File: src/rtl/sys_bus_ctrl_if.sv
`default_nettype none
// ============================================================================
// sys_bus_ctrl_if : CPU16 bus, sync RAM/ROM read ports and pipelined-wishbone IO
// Rev 1.0
// ============================================================================
interface sys_bus_ctrl_if #(
  parameter int ADDR_W = 16,
  parameter int DATA_W = 16,
  parameter int IO_AW  = 8,
  parameter int IO_DW  = 8
);
  logic [ADDR_W-1:0] cpu_addr;
  logic [DATA_W-1:0] cpu_dout;
  logic              cpu_we;
  logic [DATA_W-1:0] cpu_din;
  logic              cpu_hold;
  logic              err_clr;
  logic              bus_err;
  logic [ADDR_W-1:0] err_addr;
  logic              ram_we;
  logic [DATA_W-1:0] ram_dout;
  logic [DATA_W-1:0] rom_dout;
  logic              io_stb;
  logic              io_we;
  logic [IO_AW-1:0]  io_addr;
  logic [IO_DW-1:0]  io_wdata;
  logic [IO_DW-1:0]  io_rdata;
  logic              io_stall;
  logic              io_ack;

  modport master (
    input  cpu_addr, cpu_dout, cpu_we, err_clr, ram_dout, rom_dout,
           io_rdata, io_stall, io_ack,
    output cpu_din, cpu_hold, bus_err, err_addr, ram_we,
           io_stb, io_we, io_addr, io_wdata
  );

  modport slave (
    output cpu_addr, cpu_dout, cpu_we, err_clr, ram_dout, rom_dout,
           io_rdata, io_stall, io_ack,
    input  cpu_din, cpu_hold, bus_err, err_addr, ram_we,
           io_stb, io_we, io_addr, io_wdata
  );
endinterface
`default_nettype wire

File: src/rtl/sys_bus_ctrl.sv
`default_nettype none
// ============================================================================
// sys_bus_ctrl : CPU16 memory-map controller for sync RAM/ROM and a wishbone IO slave
// Rev 1.0
// ============================================================================
module sys_bus_ctrl #(
  parameter int                ADDR_W     = 16,
  parameter int                DATA_W     = 16,
  parameter logic [ADDR_W-1:0] RAM_BASE   = 16'h0000,
  parameter int                RAM_AW     = 12,
  parameter logic [ADDR_W-1:0] ROM_BASE   = 16'hF000,
  parameter int                ROM_AW     = 12,
  parameter logic [ADDR_W-1:0] IO_BASE    = 16'h2000,
  parameter int                IO_AW      = 8,
  parameter int                IO_DW      = 8,
  parameter int                IO_TIMEOUT = 15
) (
  input  logic           clk,
  input  logic           reset_n,
  sys_bus_ctrl_if.master bus
);

  localparam int TMO_W = $clog2(IO_TIMEOUT + 1);
  localparam logic [TMO_W-1:0] TMO_LAST = TMO_W'(IO_TIMEOUT - 1);

  localparam logic [1:0] ST_IDLE = 2'd0;
  localparam logic [1:0] ST_REQ  = 2'd1;
  localparam logic [1:0] ST_WAIT = 2'd2;
  localparam logic [1:0] ST_DONE = 2'd3;

  localparam logic [1:0] SEL_NONE = 2'd0;
  localparam logic [1:0] SEL_RAM  = 2'd1;
  localparam logic [1:0] SEL_ROM  = 2'd2;
  localparam logic [1:0] SEL_IO   = 2'd3;

  logic [1:0]       r_state;
  logic [1:0]       r_sel;
  logic [IO_DW-1:0] r_rd;
  logic [TMO_W-1:0] r_tmo;
  logic             r_err;
  logic [ADDR_W-1:0] r_err_addr;
  logic             r_io_we;
  logic [IO_AW-1:0] r_io_addr;
  logic [IO_DW-1:0] r_io_wdata;

  logic       w_ram_hit, w_rom_hit, w_io_hit, w_none_hit;
  logic [1:0] w_sel;
  logic       w_hold, w_busy, w_tmo_hit, w_tmo_err, w_err;

  assign w_ram_hit  = (bus.cpu_addr >> RAM_AW) == (RAM_BASE >> RAM_AW);
  assign w_rom_hit  = (bus.cpu_addr >> ROM_AW) == (ROM_BASE >> ROM_AW);
  assign w_io_hit   = (bus.cpu_addr >> IO_AW)  == (IO_BASE  >> IO_AW);
  assign w_none_hit = ~w_ram_hit & ~w_rom_hit & ~w_io_hit;

  always_comb begin
    w_sel = SEL_NONE;
    if (w_ram_hit)      w_sel = SEL_RAM;
    else if (w_rom_hit) w_sel = SEL_ROM;
    else if (w_io_hit)  w_sel = SEL_IO;
  end

  assign w_busy = (r_state == ST_REQ) | (r_state == ST_WAIT);
  // Gated by reset_n so the CPU is released at once while reset is held.
  assign w_hold = ((r_state == ST_IDLE) & (w_sel == SEL_IO) & reset_n) | w_busy;
  // Fires in the cycle that would bring the REQ+WAIT count to IO_TIMEOUT.
  assign w_tmo_hit = (r_tmo == TMO_LAST);
  assign w_tmo_err = w_busy & ~bus.io_ack & w_tmo_hit;
  assign w_err     = (w_none_hit & ~w_hold) | w_tmo_err;

  always_ff @(posedge clk or negedge reset_n) begin
    if (!reset_n) begin
      r_state    <= ST_IDLE;
      r_sel      <= SEL_NONE;
      r_rd       <= '0;
      r_tmo      <= '0;
      r_err      <= 1'b0;
      r_err_addr <= '0;
      r_io_we    <= 1'b0;
      r_io_addr  <= '0;
      r_io_wdata <= '0;
    end else begin
      if (!w_hold) r_sel <= w_sel;

      case (r_state)
        ST_IDLE: begin
          if (w_sel == SEL_IO) begin
            r_state    <= ST_REQ;
            r_tmo      <= '0;
            r_io_we    <= bus.cpu_we;
            r_io_addr  <= bus.cpu_addr[IO_AW-1:0];
            r_io_wdata <= bus.cpu_dout[IO_DW-1:0];
          end
        end
        ST_REQ, ST_WAIT: begin
          if (bus.io_ack) begin
            if (!r_io_we) r_rd <= bus.io_rdata;
            r_state <= ST_DONE;
          end else if (w_tmo_hit) begin
            r_rd    <= '1;
            r_state <= ST_DONE;
          end else begin
            r_tmo <= r_tmo + TMO_W'(1);
            if ((r_state == ST_REQ) && !bus.io_stall) r_state <= ST_WAIT;
          end
        end
        ST_DONE: r_state <= ST_IDLE;
        default: r_state <= ST_IDLE;
      endcase

      if (w_err) begin
        r_err <= 1'b1;
        if (!r_err) r_err_addr <= bus.cpu_addr;
      end else if (bus.err_clr) begin
        r_err <= 1'b0;
      end
    end
  end

  always_comb begin
    bus.cpu_din = '0;
    case (r_sel)
      SEL_RAM: bus.cpu_din = bus.ram_dout;
      SEL_ROM: bus.cpu_din = bus.rom_dout;
      SEL_IO:  bus.cpu_din[IO_DW-1:0] = r_rd;
      default: bus.cpu_din = '0;
    endcase
  end

  assign bus.cpu_hold = w_hold;
  assign bus.ram_we   = bus.cpu_we & w_ram_hit & ~w_hold;
  assign bus.io_stb   = (r_state == ST_REQ);
  assign bus.io_we    = r_io_we;
  assign bus.io_addr  = r_io_addr;
  assign bus.io_wdata = r_io_wdata;
  assign bus.bus_err  = r_err;
  assign bus.err_addr = r_err_addr;

endmodule
`default_nettype wire

File: src/flat_wrapper.sv
// flat-port wrapper written by rule: the top's interface ports become plain ports
module sys_bus_ctrl_flat 
#(
  parameter int                ADDR_W     = 16,
  parameter int                DATA_W     = 16,
  parameter logic [ADDR_W-1:0] RAM_BASE   = 16'h0000,
  parameter int                RAM_AW     = 12,
  parameter logic [ADDR_W-1:0] ROM_BASE   = 16'hF000,
  parameter int                ROM_AW     = 12,
  parameter logic [ADDR_W-1:0] IO_BASE    = 16'h2000,
  parameter int                IO_AW      = 8,
  parameter int                IO_DW      = 8,
  parameter int                IO_TIMEOUT = 15
)
  (clk, reset_n, bus_cpu_addr, bus_cpu_dout, bus_cpu_we, bus_err_clr, bus_ram_dout, bus_rom_dout, bus_io_rdata, bus_io_stall, bus_io_ack, bus_cpu_din, bus_cpu_hold, bus_bus_err, bus_err_addr, bus_ram_we, bus_io_stb, bus_io_we, bus_io_addr, bus_io_wdata);
  sys_bus_ctrl_if #(.ADDR_W(ADDR_W), .DATA_W(DATA_W), .IO_AW(IO_AW), .IO_DW(IO_DW)) bus_i ();
  input  logic clk;
  input  logic reset_n;
  input wire logic [$bits(bus_i.cpu_addr)-1:0] bus_cpu_addr;
  input wire logic [$bits(bus_i.cpu_dout)-1:0] bus_cpu_dout;
  input wire logic [$bits(bus_i.cpu_we)-1:0] bus_cpu_we;
  input wire logic [$bits(bus_i.err_clr)-1:0] bus_err_clr;
  input wire logic [$bits(bus_i.ram_dout)-1:0] bus_ram_dout;
  input wire logic [$bits(bus_i.rom_dout)-1:0] bus_rom_dout;
  input wire logic [$bits(bus_i.io_rdata)-1:0] bus_io_rdata;
  input wire logic [$bits(bus_i.io_stall)-1:0] bus_io_stall;
  input wire logic [$bits(bus_i.io_ack)-1:0] bus_io_ack;
  output wire logic [$bits(bus_i.cpu_din)-1:0] bus_cpu_din;
  output wire logic [$bits(bus_i.cpu_hold)-1:0] bus_cpu_hold;
  output wire logic [$bits(bus_i.bus_err)-1:0] bus_bus_err;
  output wire logic [$bits(bus_i.err_addr)-1:0] bus_err_addr;
  output wire logic [$bits(bus_i.ram_we)-1:0] bus_ram_we;
  output wire logic [$bits(bus_i.io_stb)-1:0] bus_io_stb;
  output wire logic [$bits(bus_i.io_we)-1:0] bus_io_we;
  output wire logic [$bits(bus_i.io_addr)-1:0] bus_io_addr;
  output wire logic [$bits(bus_i.io_wdata)-1:0] bus_io_wdata;
  assign bus_i.cpu_addr = bus_cpu_addr;
  assign bus_i.cpu_dout = bus_cpu_dout;
  assign bus_i.cpu_we = bus_cpu_we;
  assign bus_i.err_clr = bus_err_clr;
  assign bus_i.ram_dout = bus_ram_dout;
  assign bus_i.rom_dout = bus_rom_dout;
  assign bus_i.io_rdata = bus_io_rdata;
  assign bus_i.io_stall = bus_io_stall;
  assign bus_i.io_ack = bus_io_ack;
  assign bus_cpu_din = bus_i.cpu_din;
  assign bus_cpu_hold = bus_i.cpu_hold;
  assign bus_bus_err = bus_i.bus_err;
  assign bus_err_addr = bus_i.err_addr;
  assign bus_ram_we = bus_i.ram_we;
  assign bus_io_stb = bus_i.io_stb;
  assign bus_io_we = bus_i.io_we;
  assign bus_io_addr = bus_i.io_addr;
  assign bus_io_wdata = bus_i.io_wdata;
  sys_bus_ctrl #(.ADDR_W(ADDR_W), .DATA_W(DATA_W), .RAM_BASE(RAM_BASE), .RAM_AW(RAM_AW), .ROM_BASE(ROM_BASE), .ROM_AW(ROM_AW), .IO_BASE(IO_BASE), .IO_AW(IO_AW), .IO_DW(IO_DW), .IO_TIMEOUT(IO_TIMEOUT)) u_core (.clk(clk), .reset_n(reset_n), .bus(bus_i));
endmodule
File: config.mk
export PLATFORM = sky130hd
export DESIGN_NAME = sys_bus_ctrl_flat
export DESIGN_NICKNAME = d
export VERILOG_FILES = /design/src/rtl/sys_bus_ctrl_if.sv /design/src/rtl/sys_bus_ctrl.sv /design/src/flat_wrapper.sv
export SDC_FILE = /design/constraint.sdc
export NUM_CORES = 1
export LEC_CHECK = 0
export CAP_MARGIN = 20
export CORE_MARGIN = 3
export CORE_UTILIZATION = 30
export DETAILED_ROUTE_END_ITERATION = 7
export PLACE_DENSITY = 0.68
export SYNTH_ARGS = -nofsm -noshare
export SYNTH_HDL_FRONTEND = slang
export SYNTH_SLANG_ARGS = --single-unit
File: constraint.sdc
create_clock -name clk -period 3.3 [get_ports clk]
set_input_delay 0.66 -clock clk [delete_from_list [all_inputs] [get_ports clk]]
set_output_delay 0.66 -clock clk [all_outputs]
set_load 0.1 [all_outputs]
* After elaboration in Yosys (flattened, before gate mapping)
Cells that the tools add are included.
Storage, ports and cells: register bits after elaboration 50, output and inout port bits 53, input port bits 78, word-level logic and storage cells 75
Cells by class: muxes and demuxes 19, bitwise gates (word level) 18, $add $sub $neg 1, reductions and logical operators 13, eq/ne operators 15
Operator list (number):
- two-way mux 8 bit | 3
- one-hot mux 8 bit (3 select lines) | 1
- zero test 16 bit | 1
- one-hot mux 8 bit (2 select lines) | 1
- two-way mux 2 bit | 7
- two-way mux 4 bit | 3
- equality test 2 bit, second input constant | 5
- bitwise AND 1 bit | 9
- equality test 4 bit, second input constant | 2
- equality test 8 x 6 -> 1 bit, second input constant | 1
- != test 2 bit, second input constant | 4
- one-hot mux 4 bit (2 select lines) | 1
- inverter 1 bit | 6
- one-hot mux 2 bit (3 select lines) | 1
- AND reduction 2 bit | 3
- nonzero test 2 bit | 3
- adder 4 x 1 -> 4 bit, second input constant | 1
- equality test 2 x 1 -> 1 bit, second input constant | 2
- != test 4 x 2 -> 1 bit, second input constant | 1
- AND reduction 4 bit | 1
- bitwise OR 1 bit | 3
- AND reduction 3 bit | 1
- zero test 2 bit | 1
- two-way mux 1 bit | 2
- other kinds (3) | 3

* Depth between registers and ports, before layout
word-level depth 12, gate-level depth with buffers 9, mapped depth without buffers 6

* Worst setup path after synthesis
Ideal clock, no wire load.
kind input-to-output, from in bus_cpu_addr[15], to out bus_ram_we, arrival time 4.197 ns, path buffers 0, path slack -1.557 ns, required time 2.640 ns, stages 2, cell sequence or3_1 > nor4b_1
Between the ends: word-level cells in the longest chain between the ends 10, elaborated cells between the ends (all ways) 13, those cells by class eq/ne: 3; mux: 3; bitwise: 6; reduce/logical: 1
RTL lines:
- start, declared | RTL line flat_wrapper.sv:19 | input wire logic [$bits(bus_i.cpu_addr)-1:0] bus_cpu_addr;
- equality test 8 x 6 -> 1 bit | RTL line sys_bus_ctrl.sv:52 | assign w_io_hit = (bus.cpu_addr >> IO_AW) == (IO_BASE >> IO_AW);
- two-way mux 2 bit | RTL line sys_bus_ctrl.sv:59 | else if (w_io_hit) w_sel = SEL_IO;
- two-way mux 2 bit | RTL line sys_bus_ctrl.sv:58 | else if (w_rom_hit) w_sel = SEL_ROM;
- two-way mux 2 bit | RTL line sys_bus_ctrl.sv:57 | if (w_ram_hit) w_sel = SEL_RAM;
- equality test 2 bit | RTL line sys_bus_ctrl.sv:64 | assign w_hold = ((r_state == ST_IDLE) & (w_sel == SEL_IO) & reset_n) | w_busy;
- bitwise AND 1 bit (2 in a row) | RTL line sys_bus_ctrl.sv:64
- bitwise OR 1 bit | RTL line sys_bus_ctrl.sv:64
- inverter 1 bit | RTL line sys_bus_ctrl.sv:130 | assign bus.ram_we = bus.cpu_we & w_ram_hit & ~w_hold;
- bitwise AND 1 bit * | RTL line sys_bus_ctrl.sv:130
- end, declared | RTL line flat_wrapper.sv:32 | output wire logic [$bits(bus_i.ram_we)-1:0] bus_ram_we;
Mark *: on every way between the ends. The rest lies on a longest branch, timed or not.

* Worst setup path in the final report
Ends and elaborated chain as after synthesis.

==> key figures <==
Critical path
  • Max stage delay on crit path: about 510 ps
  • Critical Path Sink Type: output pin
  • Cell family with most CP delay: simple AND/OR/NAND/NOR gates
  • Crit Path Class: in -> out
  • Buf/Inv on CP: 2
  • Startpoint types: primary input
  • CP max-delay cell: clkdlybuf4s50_1
  • CP max FO: 5
  • Crit path DAT: approximately 2200 ps
  • Critical Path RT: 2640 ps
  • Crit path cell chain: clkdlybuf4s50_1 > or3_1 > nor4b_4 > buf_12

Flow run
  • Max cap viols: 0

Synthesis
  • Syn Nets: about 300
  • Cells after Synth: between 200 and 250
  • Post-synth top cells: dfrtp_1 (50), nor2_1 (20), mux2_1 (15), o21ai_0 (13), nand2_1 (11)
  • Share of the synthesized area in the top cell type: between 40% and 50%
  • Area leader, netlist: dfrtp_1
  • Cell Area, Synth: 2530 um^2
  • Post-synth EDFFs: 0
  • Synth Register Bits: 50
  • Async set or reset register ratio after synthesis: 100%
  • Synth cell types: 36
  • Cell with the most instances after synthesis: dfrtp_1
  • Syn Area/Cell: 11.6 um^2
  • Post-synthesis sequential area ratio: around half
  • Synth area leaders: dfrtp_1 (50%), mux2_1 (6.7%), mux2_4 (5.9%), ha_1 (4.5%), mux2_2 (4.0%)
  • Top FF cell, synth: dfrtp_1
  • Syn. warnings: 0

Power
  • Power Internal: around 1.8 mW
  • P per Cell Area: around 990 nW/um^2
  • Power Total: 3.84 mW
  • LEAKAGE: 1.77 nW
  • Sequential power share: about 26%
  • Sw power: between 2 and 2.5 mW
  • Logic gate share of total power: between 60 and 70%
  • Sw Ratio: between 50 and 60%
  • Clk pwr share: between 10% and 20%
  • Peak supply drop: approximately 0.67 mV

Clock network
  • CTS Sinks: 50
  • CTS clk-pin slew, worst paths: 90 ps
  • CTS Buf Count: 5
  • Max clock buf depth: 2
  • Clk_lat worst skew: 300 ps
  • H-tree Lvls: 2
  • Post-CTS Resized: 0
  • CTS Root Cell: clkbuf_8
  • Hold-fix buffers at CTS: 0
  • TritonCTS clock tree: done
  • Post-CTS Setup Bufs: 0

Route
  • Post-DRT Antenna Nets: 0
  • DRT iter0 DRCs: 96
  • Vias: roughly 2200
  • Total Wirelength: a little under 7000 um
  • Routed wire per std cell: about 16 um
  • Drt first pass iters: 5
  • Vias per cell: about 4.9
  • Residual DRC count: 0

Floorplanning
  • Num rows: 32
  • Die area: around 9600 um^2
  • Initial Utilization: a little under a third
  • IO Pins: around 130
  • Width of the die: about 100 um
  • Placeable Area: around 8000 um^2
  • Die height: a little under 100 um

Final layout
  • Multi-input logic area: approximately 1200 um^2
  • Antenna cells: 0
  • Utilization after layout: 48.9%
  • Number of fill cells: between 700 and 800
  • Layout cell share with drive strength beyond 1: between 20% and 30%
  • Area growth from synthesis to layout: 54.0%
  • NumNets Final: roughly 430
  • Flip-flop and latch area: between 1000 and 1500 um^2
  • Final non-filler cell total: between 400 and 500

Timing
  • Worst setup margin: roughly 430 ps
  • Unrepaired setup endpoints after global routing: false
  • Least-Margin Pin Slew: roughly 650 ps
  • Pins over their slew limit: 0
  • Max transition margin: a little under three fifths
  • Clock skew: 5.07 ps
  • Fin crit share: between 80% and 90%
  • Max Freq: between 0.3 and 0.4 GHz
  • Setup TNS: 0 ps
  • Hold violation count in the final report: 0
  • Final min period: 2870 ps
  • Final setup violation count: 0

Global routing
  • Largest net degree at the start of global routing: a little over 50
  • Initial antenna violation count: 0
  • Total track usage: 14.6%
  • Total congestion overflow: 0
  • First-pass GRT wire length: 11600 um
  • Number of global-route vias before repair: about 2400

Placed design
  • RePlAce Congestion: 0.888
  • Place WS: between 300 and 400 ps
  • Final HPWL DP: 5260 um
  • Placed cells: 436
  • Port Buffers: between 100 and 150

Outcome
  • Status: finished clean

Min path
  • Hold crit path type: reg -> reg
[layer usage]
layer / wire length [um] / up-vias / track usage [%]
li1: - / 1027 / -
met5: 0 / - / 0
met4: 38 / 0 / 3.19
met2: 3130 / 118 / 24.7
met1: 2910 / 1010 / 17.5
met3: 793 / 5 / 6.07
[per-stage QoR]
stage	cell area, um^2	hold slack, ps
2_1_floorplan	2540	364
3_3_place_gp	3780	467
3_5_place_dp	3780	483
4_1_cts	3890	505
5_1_grt	3890	524
6_report	3890	500
[worst register-to-register path: cells and delay by family, from the launching register on]
kind,cells,cell delay (ps)
compound gates,2,760
flops,1,410
buf+inv,3,340
mux,1,320
fa+ha+maj,1,460
[sequential cells by signal (all words and copies together) (netlist names)]
signal	cells
u_core.bus.err_addr	16
u_core.bus.io_addr	8
u_core.bus.io_wdata	8
u_core.r_rd	8
u_core.r_tmo	4
u_core.r_sel	2
u_core.r_state	2
u_core.bus.bus_err	1
u_core.bus.io_we	1
[cell families (layout without fill, tap and decap cells)]
family / after synthesis / after routing / synth area share (%)
AO/OA/AOI/OAI: 42 / 42 / 12.3
adder cells (fa/ha/maj): 9 / 9 / 4.46
buffers and inverters: 20 / 144 / 3.56
flip-flops: 50 / 50 / 49.5
multiplexers: 36 / 36 / 17.4
AND/OR/NAND/NOR: 60 / 60 / 12.7
[cell usage in the layout (no fill, tap or decap), types with 2 or more instances in the layout]
cell,n
a22oi_1,8
nand2b_1,2
buf_12,3
nor2_1,20
or3_1,2
mux2_2,9
mux2_1,15
clkdlybuf4s50_1,68
nand3_1,7
mux2_4,10
buf_4,56
nand2_1,11
nor2b_1,10
mux2i_1,2
a21oi_1,3
ha_1,9
nor4b_4,2
dfrtp_1,50
o21ai_1,4
inv_1,8
o21ai_0,13
clkbuf_8,6
a222oi_1,8
[power groups by stage]
stage / clock, mW / sequential, mW / combinational (mW)
after floorplan: 0 / 1.83 / 0.992
after global placement: 0 / 0.979 / 2.41
after detailed placement: 0 / 0.982 / 2.43
after CTS: 0.468 / 0.980 / 2.43
after global routing: 0.489 / 1.01 / 2.54
final: 0.450 / 0.982 / 2.41
[path summary, 6_finish.rpt]
kind / startpoint / endpoint / slack (ps) / depth (start not counted)
max in group asynchronous: reset_n / u_core.r_sel[0]$_DFFE_PN0N_ / 2380 / 2
hold reg to reg: u_core.bus.io_wdata[2]$_DFFE_PN0N_ / u_core.bus.io_wdata[2]$_DFFE_PN0N_ / 500 / 1
setup reg to reg: u_core.r_state[0]$_DFFE_PN0P_ / u_core.bus.err_addr[6]$_DFFE_PN0P_ / 900 / 7
min in group asynchronous: reset_n / u_core.bus.bus_err$_DFFE_PN0P_ / 510 / 2
setup / recovery: bus_cpu_addr[15] / bus_ram_we / 430 / 4
hold / removal: u_core.bus.io_wdata[2]$_DFFE_PN0N_ / u_core.bus.io_wdata[2]$_DFFE_PN0N_ / 500 / 1
[cell type report]
class,count,share of cell area [%]
clock inverters,1,0.771
well taps,102,3.28
inverters,9,0.868
multi-input cells,147,30.9
clock buffers,6,2.12
repair buffers,128,30.0
flip-flops and latches,50,32.1
No activity file was read; power rests on OpenSTA's default activity.
